[src/rtl/wb_pwm_pkg.sv]
// rtl/wb_pwm_pkg.sv - Register map, bit positions and defaults for the wb_pwm PWM generator
package wb_pwm_pkg;
  localparam int NCH_DEF   = 2;
  localparam int CNT_W_DEF = 16;

  localparam logic [2:0] REG_CTRL     = 3'd0;
  localparam logic [2:0] REG_STATUS   = 3'd1;
  localparam logic [2:0] REG_PRESCALE = 3'd2;
  localparam logic [2:0] REG_PERIOD   = 3'd3;
  localparam logic [2:0] REG_DUTY0    = 3'd4;

  localparam int CTRL_EN       = 0;
  localparam int CTRL_IE       = 1;
  localparam int CTRL_STEP_LSB = 8;
  localparam int STATUS_PEF    = 0;
  localparam int STATUS_RAMP   = 1;

  typedef enum logic {ST_IDLE = 1'b0, ST_RUN = 1'b1} pwm_state_e;

  // Only byte lanes 0 and 1 are writable; lanes 2-3 never reach a register.
  function automatic logic [15:0] lane_merge(input logic [15:0] old, input logic [31:0] dat,
                                             input logic [3:0] sel);
    lane_merge = old;
    if (sel[0]) lane_merge[7:0] = dat[7:0];
    if (sel[1]) lane_merge[15:8] = dat[15:8];
  endfunction
endpackage

[src/rtl/wb_pwm_if.sv]
// rtl/wb_pwm_if.sv - Wishbone slave bundle for wb_pwm
interface wb_pwm_if;
  logic [31:0] wb_adr_i;
  logic [31:0] wb_dat_i;
  logic [31:0] wb_dat_o;
  logic        wb_stb_i;
  logic        wb_cyc_i;
  logic        wb_we_i;
  logic [3:0]  wb_sel_i;
  logic        wb_ack_o;

  modport slave (input wb_adr_i, wb_dat_i, wb_stb_i, wb_cyc_i, wb_we_i, wb_sel_i,
                 output wb_dat_o, wb_ack_o);
  modport master (output wb_adr_i, wb_dat_i, wb_stb_i, wb_cyc_i, wb_we_i, wb_sel_i,
                  input wb_dat_o, wb_ack_o);
endinterface

[src/rtl/pwm_channel.sv]
// rtl/pwm_channel.sv - One PWM channel: staging/active duty, compare register,
// ramp-limited duty loading when WB_PWM_SOFTSTART_EN is defined
module pwm_channel
  import wb_pwm_pkg::*;
#(
  parameter int CNT_W = CNT_W_DEF
) (
  input  logic             clk,
  input  logic             rst,
  input  logic             i_run,
  input  logic             i_wrap,
  input  logic             i_we,
  input  logic [31:0]      i_dat,
  input  logic [3:0]       i_sel,
  input  logic [CNT_W-1:0] i_cnt,
`ifdef WB_PWM_SOFTSTART_EN
  input  logic [7:0]       i_step,
  output logic             o_ramp,
`endif
  output logic [CNT_W-1:0] o_stg,
  output logic             o_pwm
);
  logic [CNT_W-1:0] r_stg, r_act, w_act_nxt;
  logic             r_pwm;

`ifdef WB_PWM_SOFTSTART_EN
  logic [CNT_W-1:0] w_step;
  assign w_step = CNT_W'(i_step);

  // Move toward staging by at most one step per wrap, landing exactly on it.
  always_comb begin
    w_act_nxt = r_stg;
    if (w_step != '0) begin
      if (r_act < r_stg && (r_stg - r_act) > w_step)      w_act_nxt = r_act + w_step;
      else if (r_act > r_stg && (r_act - r_stg) > w_step) w_act_nxt = r_act - w_step;
    end
  end
  assign o_ramp = (r_act != r_stg);
`else
  assign w_act_nxt = r_stg;
`endif

  always_ff @(posedge clk or negedge rst) begin
    if (!rst) begin
      r_stg <= '0;
      r_act <= '0;
      r_pwm <= 1'b0;
    end else begin
      if (i_we) r_stg <= CNT_W'(lane_merge(16'(r_stg), i_dat, i_sel));
      if (!i_run)      r_act <= r_stg;
      else if (i_wrap) r_act <= w_act_nxt;
      r_pwm <= i_run & (i_cnt < r_act);
    end
  end

  assign o_stg = r_stg;
  assign o_pwm = r_pwm;
endmodule

[src/rtl/wb_pwm.sv]
// rtl/wb_pwm.sv - Wishbone PWM generator: prescaler, shared period, per-channel duty, period-end irq
// Optional soft-start duty ramp enabled by defining WB_PWM_SOFTSTART_EN.
module wb_pwm
  import wb_pwm_pkg::*;
#(
  parameter int NCH   = NCH_DEF,
  parameter int CNT_W = CNT_W_DEF
) (
  input  logic           clk,
  input  logic           rst,
  wb_pwm_if.slave        wb,
  output logic           intr,
  output logic [NCH-1:0] pwm_o
);
  pwm_state_e       r_state, w_state_nxt;
  logic             r_ack, r_ie, r_pef, r_intr;
  logic [CNT_W-1:0] r_prescale, r_period_stg, r_period_act, r_pre, r_cnt;
  logic [CNT_W-1:0] w_duty_stg [NCH];
  logic [7:0]       w_step;
  logic [2:0]       w_idx;
  logic [31:0]      w_rd;
  logic             w_req, w_wr, w_run, w_tick, w_wrap, w_pef_clr, w_ramp, w_unused;

  assign w_idx     = wb.wb_adr_i[4:2];
  assign w_req     = wb.wb_stb_i & wb.wb_cyc_i;
  assign w_wr      = r_ack & w_req & wb.wb_we_i;
  assign w_run     = (r_state == ST_RUN);
  assign w_tick    = w_run & (r_pre >= r_prescale);
  assign w_wrap    = w_tick & (r_cnt >= r_period_act);
  assign w_pef_clr = w_wr & (w_idx == REG_STATUS) & wb.wb_sel_i[0] & wb.wb_dat_i[STATUS_PEF];
  assign w_unused  = ^{wb.wb_adr_i[31:5], wb.wb_adr_i[1:0]};

  // EN is the state register itself, so a CTRL write changes mode on the very next cycle.
  always_ff @(posedge clk or negedge rst) begin
    if (!rst) r_state <= ST_IDLE;
    else      r_state <= w_state_nxt;
  end

  always_comb begin
    w_state_nxt = r_state;
    if (w_wr && w_idx == REG_CTRL && wb.wb_sel_i[0])
      w_state_nxt = wb.wb_dat_i[CTRL_EN] ? ST_RUN : ST_IDLE;
  end

  always_ff @(posedge clk or negedge rst) begin
    if (!rst) begin
      r_ack        <= 1'b0;
      r_ie         <= 1'b0;
      r_prescale   <= '0;
      r_period_stg <= '0;
    end else begin
      r_ack <= w_req & ~r_ack;
      if (w_wr) begin
        case (w_idx)
          REG_CTRL:     if (wb.wb_sel_i[0]) r_ie <= wb.wb_dat_i[CTRL_IE];
          REG_PRESCALE: r_prescale <= CNT_W'(lane_merge(16'(r_prescale), wb.wb_dat_i, wb.wb_sel_i));
          REG_PERIOD:   r_period_stg <= CNT_W'(lane_merge(16'(r_period_stg), wb.wb_dat_i, wb.wb_sel_i));
          default: ;
        endcase
      end
    end
  end

`ifdef WB_PWM_SOFTSTART_EN
  logic [7:0]     r_step;
  logic [NCH-1:0] w_ramp_vec;
  always_ff @(posedge clk or negedge rst) begin
    if (!rst)                                             r_step <= '0;
    else if (w_wr && w_idx == REG_CTRL && wb.wb_sel_i[1]) r_step <= wb.wb_dat_i[15:8];
  end
  assign w_step = r_step;
  assign w_ramp = |w_ramp_vec;
`else
  assign w_step = '0;
  assign w_ramp = 1'b0;
`endif

  // The prescaler free-runs across period wraps; only IDLE clears it.
  always_ff @(posedge clk or negedge rst) begin
    if (!rst) begin
      r_pre        <= '0;
      r_cnt        <= '0;
      r_period_act <= '0;
    end else if (!w_run) begin
      r_pre        <= '0;
      r_cnt        <= '0;
      r_period_act <= r_period_stg;
    end else if (w_tick) begin
      r_pre <= '0;
      r_cnt <= w_wrap ? '0 : r_cnt + 1'b1;
      if (w_wrap) r_period_act <= r_period_stg;
    end else begin
      r_pre <= r_pre + 1'b1;
    end
  end

  always_ff @(posedge clk or negedge rst) begin
    if (!rst) begin
      r_pef  <= 1'b0;
      r_intr <= 1'b0;
    end else begin
      if (w_wrap)         r_pef <= 1'b1;
      else if (w_pef_clr) r_pef <= 1'b0;
      r_intr <= r_pef & r_ie;
    end
  end

  for (genvar k = 0; k < NCH; k++) begin : g_ch
    pwm_channel #(.CNT_W(CNT_W)) u_ch (
      .clk    (clk),
      .rst    (rst),
      .i_run  (w_run),
      .i_wrap (w_wrap),
      .i_we   (w_wr && (w_idx == REG_DUTY0 + 3'(k))),
      .i_dat  (wb.wb_dat_i),
      .i_sel  (wb.wb_sel_i),
      .i_cnt  (r_cnt),
`ifdef WB_PWM_SOFTSTART_EN
      .i_step (w_step),
      .o_ramp (w_ramp_vec[k]),
`endif
      .o_stg  (w_duty_stg[k]),
      .o_pwm  (pwm_o[k])
    );
  end

  always_comb begin
    w_rd = '0;
    case (w_idx)
      REG_CTRL: begin
        w_rd[CTRL_EN]              = w_run;
        w_rd[CTRL_IE]              = r_ie;
        w_rd[CTRL_STEP_LSB +: 8]   = w_step;
      end
      REG_STATUS: begin
        w_rd[STATUS_PEF]  = r_pef;
        w_rd[STATUS_RAMP] = w_ramp;
      end
      REG_PRESCALE: w_rd[CNT_W-1:0] = r_prescale;
      REG_PERIOD:   w_rd[CNT_W-1:0] = r_period_stg;
      default: begin
        for (int k = 0; k < NCH; k++)
          if (w_idx == REG_DUTY0 + 3'(k)) w_rd[CNT_W-1:0] = w_duty_stg[k];
      end
    endcase
  end

  assign wb.wb_dat_o = r_ack ? w_rd : 32'd0;
  assign wb.wb_ack_o = r_ack;
  assign intr        = r_intr;
endmodule

[src/flat_wrapper.sv]
// flat-port wrapper written by rule: the top's interface ports become plain ports
module wb_pwm_flat import wb_pwm_pkg::*;
#(
  parameter int NCH   = NCH_DEF,
  parameter int CNT_W = CNT_W_DEF
)
  (clk, rst, intr, pwm_o, wb_wb_adr_i, wb_wb_dat_i, wb_wb_stb_i, wb_wb_cyc_i, wb_wb_we_i, wb_wb_sel_i, wb_wb_dat_o, wb_wb_ack_o);
  wb_pwm_if wb_i ();
  input  logic clk;
  input  logic rst;
  output logic intr;
  output logic [NCH-1:0] pwm_o;
  input wire logic [$bits(wb_i.wb_adr_i)-1:0] wb_wb_adr_i;
  input wire logic [$bits(wb_i.wb_dat_i)-1:0] wb_wb_dat_i;
  input wire logic [$bits(wb_i.wb_stb_i)-1:0] wb_wb_stb_i;
  input wire logic [$bits(wb_i.wb_cyc_i)-1:0] wb_wb_cyc_i;
  input wire logic [$bits(wb_i.wb_we_i)-1:0] wb_wb_we_i;
  input wire logic [$bits(wb_i.wb_sel_i)-1:0] wb_wb_sel_i;
  output wire logic [$bits(wb_i.wb_dat_o)-1:0] wb_wb_dat_o;
  output wire logic [$bits(wb_i.wb_ack_o)-1:0] wb_wb_ack_o;
  assign wb_i.wb_adr_i = wb_wb_adr_i;
  assign wb_i.wb_dat_i = wb_wb_dat_i;
  assign wb_i.wb_stb_i = wb_wb_stb_i;
  assign wb_i.wb_cyc_i = wb_wb_cyc_i;
  assign wb_i.wb_we_i = wb_wb_we_i;
  assign wb_i.wb_sel_i = wb_wb_sel_i;
  assign wb_wb_dat_o = wb_i.wb_dat_o;
  assign wb_wb_ack_o = wb_i.wb_ack_o;
  wb_pwm #(.NCH(NCH), .CNT_W(CNT_W)) u_core (.clk(clk), .rst(rst), .wb(wb_i), .intr(intr), .pwm_o(pwm_o));
endmodule
[config.mk]
export PLATFORM = sky130hd
export DESIGN_NAME = wb_pwm_flat
export DESIGN_NICKNAME = d
export VERILOG_FILES = /design/src/rtl/wb_pwm_pkg.sv /design/src/rtl/wb_pwm_if.sv /design/src/rtl/pwm_channel.sv /design/src/rtl/wb_pwm.sv /design/src/flat_wrapper.sv
export SDC_FILE = /design/constraint.sdc
export NUM_CORES = 1
export LEC_CHECK = 0
export ABC_AREA = 1
export ABC_CLOCK_PERIOD_IN_PS = 3100
export CORE_MARGIN = 8
export CORE_UTILIZATION = 59
export CTS_CLUSTER_SIZE = 14
export DETAILED_ROUTE_END_ITERATION = 7
export GPL_TIMING_DRIVEN = 0
export PLACE_DENSITY = 0.88
export SYNTH_ARGS = -nofsm -noshare
export SYNTH_HDL_FRONTEND = slang
export SYNTH_SLANG_ARGS = --single-unit
[constraint.sdc]
create_clock -name clk -period 3.1 [get_ports clk]
set_clock_uncertainty 0.05 [all_clocks]
set_input_delay 0.31 -clock clk [delete_from_list [all_inputs] [get_ports clk]]
set_output_delay 0.31 -clock clk [all_outputs]
set_load 0.005 [all_outputs]
==> results_dict.tcl, run 1 <==
set metrics [dict create \
    drive_above_1_share_pct 7.47 \
    fp.dieH_um 136 \
    grt_pass1_vias 7642 \
    yosys_warnings 0 \
    regToRegSetupSlack_ps 460 \
    worstPathRequired_ps 2740 \
    fin_crit_ps 2900 \
    fin_nets 1249 \
    synth_cell_types 36 \
    n_antenna_cell 0 \
    die_w_um 136 \
    grt_remaining_overflow 0 \
    ant_nets 0 \
    leakage_nw 4.95 \
    slew_headroom_pct 57.2 \
    worstPathMaxFanout 10 \
    layout.cells.non_filler 1305 \
    postLayoutCellArea_um2 9780 \
    clk_latency_ps 440 \
    setup_viol 0 \
    ys_seq_area_share_pct 44.8 \
    placed_cell_area_um2 9180 \
    drt-wirelength-per-cell_um 16.7 \
    cts.clk_slew.worst_paths_ps 70 \
    yosysTopAreaCell "dfrtp_1" \
    gp_congestion 0.901 \
    start_util_pct 60.5 \
    postRouteWirelength_um 21800 \
    whs_ps 313 \
    power.total_mw 7.08 \
    power.density_nw_per_um2 724 \
    viasPerCell 5.75 \
    drt_iter0_markers 689 \
    antenna_found_initial 0 \
    core_area_um2 13900 \
    grt_setup_unrepaired "no" \
    grt_max_degree 86 \
    die-area_um2 18400 \
    drt-pass1-iter-count 5 \
    synth.top_cell.area_share_pct 44.8 \
    grt_pass1_wl_um 37000 \
    num-fill-cells 1019 \
    cts_tree "done" \
    drc 0 \
    num_io_pins 109 \
    path_class "primary input to output pin" \
    cts-htree-levels 4 \
    maxCapViolCount 0 \
    min-delay-path-class "primary input to register" \
    syn2layout_area_growth_pct 15.9 \
    cts_setup_buffers 0 \
    slew_violations 0 \
    cts_inserted_buffers 17 \
    dpl.hpwl_um 16300 \
    vias 7500 \
    outcome "finished, final reports clean" \
    crit_path_end_kind "output pin" \
    synth.area.top_cells "dfrtp_1, nand2_1, ha_1" \
    start_kind "primary input" \
    worstMarginPinSlew_ps 642 \
    netlist_instances 1034 \
    arrival_ps 2540 \
    portBuffers 44 \
    fin_crit_sh_pct 93.5 \
    ys_ff_latch 151 \
    irDropWorstVdd_v 0.000660 \
    placedCellCount 1274 \
    syn-cell-area_um2 8430 \
    cts-root-buf "clkbuf_16" \
    fin_tns_setup_ps 0 \
    fmax_ghz 0.345 \
    cts_sinks 151 \
    avgSynthCellArea_um2 8.16 \
    finalHoldViolCount 0 \
    rows 43 \
    clk_path_buf_depth 2 \
    track_usage_pct 25.2 \
]
-- cells in the final DEF (no fill, tap or decap), types with 9 or more instances in the layout --
cell,instances
a21oi_1,35
a221oi_1,31
buf_4,19
clkbuf_1,16
clkbuf_16,17
clkdlybuf4s50_1,43
conb_1,16
dfrtp_1,151
ha_1,64
inv_1,128
inv_2,9
nand2_1,267
nand3_1,80
nand4_1,21
nor2_1,45
nor3_1,25
o21ai_0,51
o21ai_1,29
xor2_1,15
-- through the flow --
stage | setup WS [ps] | util (%)
after floorplan | 1200 | -
after global placement | -4220 | 65.7
after detailed placement | 151 | 65.9
after CTS | 106 | 70.2
after global routing | 137 | 70.2
final | 202 | 70.2
-- worst max-delay path: stages --
cell	delay [ps]
clkdlybuf4s50_1	560
nor2_4	340
clkbuf_2	290
a221oi_1	140
nor3_1	310
clkdlybuf4s50_1	590
-- per-layer routing --
layer	track usage, %	up-vias	part of all wire (%)
met3	5.82	83	7.5
met2	42.2	345	49
met1	30.2	3533	40
met4	11.7	0	3.8
li1	-	3539	-
met5	0	-	0
-- Yosys cell counts --
library cell,n
nand4_1,21
nor2_4,2
buf_6,4
clkinv_1,2
nor3b_1,1
buf_2,8
a21oi_1,35
inv_2,9
nor3_1,25
a22oi_1,1
xnor2_1,4
buf_1,6
ha_1,64
o21ai_0,51
inv_1,128
nand2_1,267
dfrtp_1,151
nand2_2,1
o21ai_1,29
nor2_2,1
nand3_2,3
buf_4,19
xor2_1,15
or3_1,1
o21a_1,4
conb_1,1
a211oi_1,1
nand2_4,1
nor2_1,45
nor4_1,1
a21o_1,1
a221oi_1,31
nand3_1,80
clkbuf_1,19
o21bai_1,1
a21oi_2,1
-- area by class of cell --
type / count / area, um^2 / area share [%]
inverter: 139 / 522 / 5.34
buffer: 54 / 315 / 3.23
clock buffer: 17 / 425 / 4.35
timing repair buffer: 46 / 479 / 4.90
sequential: 151 / 3780 / 38.7
clock inverter: 15 / 163 / 1.66
tap: 180 / 225 / 2.30
multi-input combinational: 703 / 3870 / 39.6
-- where the power goes --
part           total (mW)  internal [mW]  switching [mW]
Sequential           2.38           2.21           0.169
Clock                2.05           1.14           0.908
Combinational        2.65          0.844            1.81
Total                7.08           4.19            2.89
-- worst paths after layout --
kind,startpoint,endpoint,cells after the start
min,wb_wb_adr_i[4],u_core.r_pef$_DFFE_PN0P_,3
min in group asynchronous,rst,u_core.r_period_stg[2]$_DFFE_PN0P_,2
min reg2reg,u_core.r_pre[0]$_DFF_PN0_,u_core.r_pre[0]$_DFF_PN0_,1
max,wb_wb_adr_i[3],wb_wb_dat_o[7],6
max reg2reg,u_core.r_pre[3]$_DFF_PN0_,u_core.r_cnt[11]$_DFFE_PN0P_,11
max in group asynchronous,rst,u_core.g_ch[1].u_ch.r_act[8]$_DFFE_PN0P_,3
-- timing repair --
item,CTS,global route
hold buffers,1,0
resized for setup,0,2
hold endpoints to repair,66,0
setup endpoints to repair,0,1
-- cell families after synthesis --
group,share of synthesized area (%)
xor gates and xnor gates,1.97
adders and majority gates,9.50
other,0.0445
buffers and inverters,10.0
AOI/OAI and AO/OA,10.9
and+or+nand+nor,22.8
DFF,44.8
-- flip-flops by register name, summed over array words and instances, names as in the netlist, 2 cells and up --
name,flops
u_core.r_cnt,16
u_core.g_ch.u_ch.r_act,32
u_core.r_prescale,16
u_core.g_ch.u_ch.o_pwm,2
u_core.r_period_stg,16
u_core.g_ch.u_ch.o_stg,32
u_core.r_period_act,16
u_core.r_pre,16
Power figures use the tool's default switching activity.
==> inputs of run 2 (changes only) <==
CTS_CLUSTER_DIAMETER = 30   (was not set)
==> results of run 2 <==
Same layout as run 1: the final DEF is identical, and so are final timing and power.
==> inputs of run 3 (changes only) <==
ABC_CLOCK_PERIOD_IN_PS = 2350   (was 3100)
CORE_UTILIZATION = 51   (was 59)
PLACE_DENSITY = 0.81   (was 0.88)
TNS_END_PERCENT = 50   (was not set)
clock period = 2.35 ns   (was 3.1 ns; I/O delays follow)
==> run 3 against run 2 <==
  * First-iteration DRC count down 20%
  * Global-route usage decreased by 3.0 points
  * Critical path depth is 2 higher
  * Critical endpoint is now wb_wb_dat_o[1]
  * Largest power group unchanged
==> results_dict.tcl, run 3 (synthesized netlist as in run 1, its figures left out) <==
set metrics [dict create \
    clk_path_buf_depth 2 \
    combPwrFrac_pct 40.8 \
    cts-htree-levels 4 \
    m1WireLength_um 9050 \
    grt_max_degree 81 \
    switching_power_mw 3.85 \
    regArea_um2 3780 \
    cpMostUsedCell "a21oi_1" \
    drt-wirelength-per-cell_um 16.3 \
    timing.final.ws_setup_ps 70.6 \
    die-area_um2 20900 \
    leakage_nw 5.07 \
    p_int_mw 5.73 \
    place_ws_ps -491 \
    fp.dieH_um 145 \
    vias 7461 \
    grt_pass1_wl_um 36000 \
    utilization_pct 61.5 \
    worst_path_max_delay_cell "clkdlybuf4s50_1" \
    fmax_ghz 0.439 \
    cts_inserted_buffers 17 \
    top_layer "met5" \
    n_antenna_cell 0 \
    outcome "finished, final reports clean" \
    dr_wl_met2_um 10900 \
    drc 0 \
    viasPerCell 5.47 \
    postRouteWirelength_um 22200 \
    seqPwrFrac_pct 32.7 \
    finalHoldViolCount 0 \
    num_io_pins 109 \
    final_common_cell "nand2_1" \
    cts_sinks 151 \
    multi_input_area_um2 3960 \
    track_usage_pct 22.2 \
    grt_remaining_overflow 0 \
    fin_nets 1268 \
    setup_viol 0 \
    arrival_ps 1990 \
    layout.cells.non_filler 1364 \
    clk_latency_ps 440 \
    gp_congestion 0.882 \
    dpl.hpwl_um 16600 \
    cts_tree "done" \
    worstPathRequired_ps 2070 \
    antenna_found_initial 1 \
    start_util_pct 51.6 \
    ant_nets 0 \
    swShare_pct 40.2 \
    drt_iter0_markers 552 \
    wl_met3_um 1520 \
    slew_headroom_pct 50.4 \
    drive_above_1_share_pct 11.0 \
    fin_crit_ps 2280 \
    power.density_nw_per_um2 953 \
    fin_crit_sh_pct 97.0 \
    path_class "primary input to output pin" \
    core_area_um2 16300 \
    cp_top_family "buffers and inverters" \
    maxCapViolCount 0 \
    placedCellCount 1314 \
    drt-pass1-iter-count 7 \
    min-delay-path-class "primary input to register" \
    num-fill-cells 1422 \
    portBuffers 44 \
    worstMarginPinSlew_ps 744 \
    crit_chain "clkdlybuf4s15_1 -> nor2_4 -> a21oi_1 -> o21ai_0 -> a21oi_1 -> or3_1 -> inv_1 -> clkdlybuf4s50_1" \
    crit_buf_inv 3 \
    die_w_um 145 \
    worstPathMaxFanout 9 \
    slew_violations 0 \
    cts.clk_slew.worst_paths_ps 70 \
    syn2layout_area_growth_pct 19.3 \
    rows 47 \
    whs_ps 227 \
    fin_tns_setup_ps 0 \
    cts-root-buf "clkbuf_16" \
    irDropWorstVdd_v 0.000830 \
    start_kind "primary input" \
    grt_setup_unrepaired "yes" \
    clockPowerShare_pct 26.5 \
    grt_pass1_vias 7387 \
    final_cell_mix "nand2_1, dfrtp_1, inv_1" \
    worst_path_largest_cell_delay_ps 490 \
    crit_path_end_kind "output pin" \
]
[run 3: power groups by stage]
stage | clock [mW] | sequential (mW) | combinational, mW
floorplan | 0 | 3.09 | 2.40
global placement | 0 | 3.16 | 3.32
detailed placement | 0 | 3.17 | 3.44
CTS | 2.55 | 3.13 | 3.52
global route | 2.66 | 3.17 | 4.25
finish | 2.54 | 3.13 | 3.91
[run 3: what timing repair did]
| item | in CTS | in global routing |
|---|---|---|
| hold endpoints to repair | 79 | 0 |
| buffers inserted | 5 | 12 |
| gates resized for setup | 19 | 35 |
| setup endpoints to repair | 32 | 83 |
| pin swaps | 5 | 5 |
| hold buffers | 1 | 0 |
[run 3: final cells by class]
cell class	instances	share of cell area [%]
Clock buffer	18	4.27
Inverter	139	5.25
Timing Repair Buffer	63	6.02
Multi-Input combinational cell	703	39.3
Buffer	56	3.62
Tap cell	220	2.74
Sequential cell	151	37.6
Clock inverter	14	1.13
[run 3: worst paths after layout]
check / endpoint / depth (start not counted) / start / slack [ps]
setup / recovery: wb_wb_dat_o[1] / 8 / wb_wb_adr_i[3] / 70
hold / removal: u_core.r_pef$_DFFE_PN0P_ / 3 / wb_wb_adr_i[4] / 230
setup reg to reg: u_core.g_ch[1].u_ch.r_act[8]$_DFFE_PN0P_ / 12 / u_core.r_cnt[15]$_DFFE_PN0P_ / 140
hold reg to reg: u_core.wb.wb_ack_o$_DFF_PN0_ / 1 / u_core.wb.wb_ack_o$_DFF_PN0_ / 430
max in group asynchronous: u_core.r_cnt[10]$_DFFE_PN0P_ / 3 / rst / 1070
min in group asynchronous: u_core.r_prescale[1]$_DFFE_PN0P_ / 2 / rst / 350
[run 3: layer usage]
layer | vias up | global-route usage (%)
met1 | 3520 | 26.5
met4 | 2 | 9.97
met3 | 61 | 4.75
met5 | - | 0
met2 | 283 | 37.7
li1 | 3595 | -
[run 3: worst register-to-register path, delay by kind of cell (launching register included)]
kind,cells,cell delay (ps)
AND/OR/NAND/NOR,8,890
flip-flops,1,460
buffers and inverters,3,380
adder cells (fa/ha/maj),1,340
[run 3: metrics by stage]
step	power (mW)	area, um^2
6_report	9.58	10100
5_1_grt	10.1	10100
4_1_cts	9.19	9870
3_5_place_dp	6.62	9230
3_3_place_gp	6.48	9210
2_1_floorplan	5.50	8490
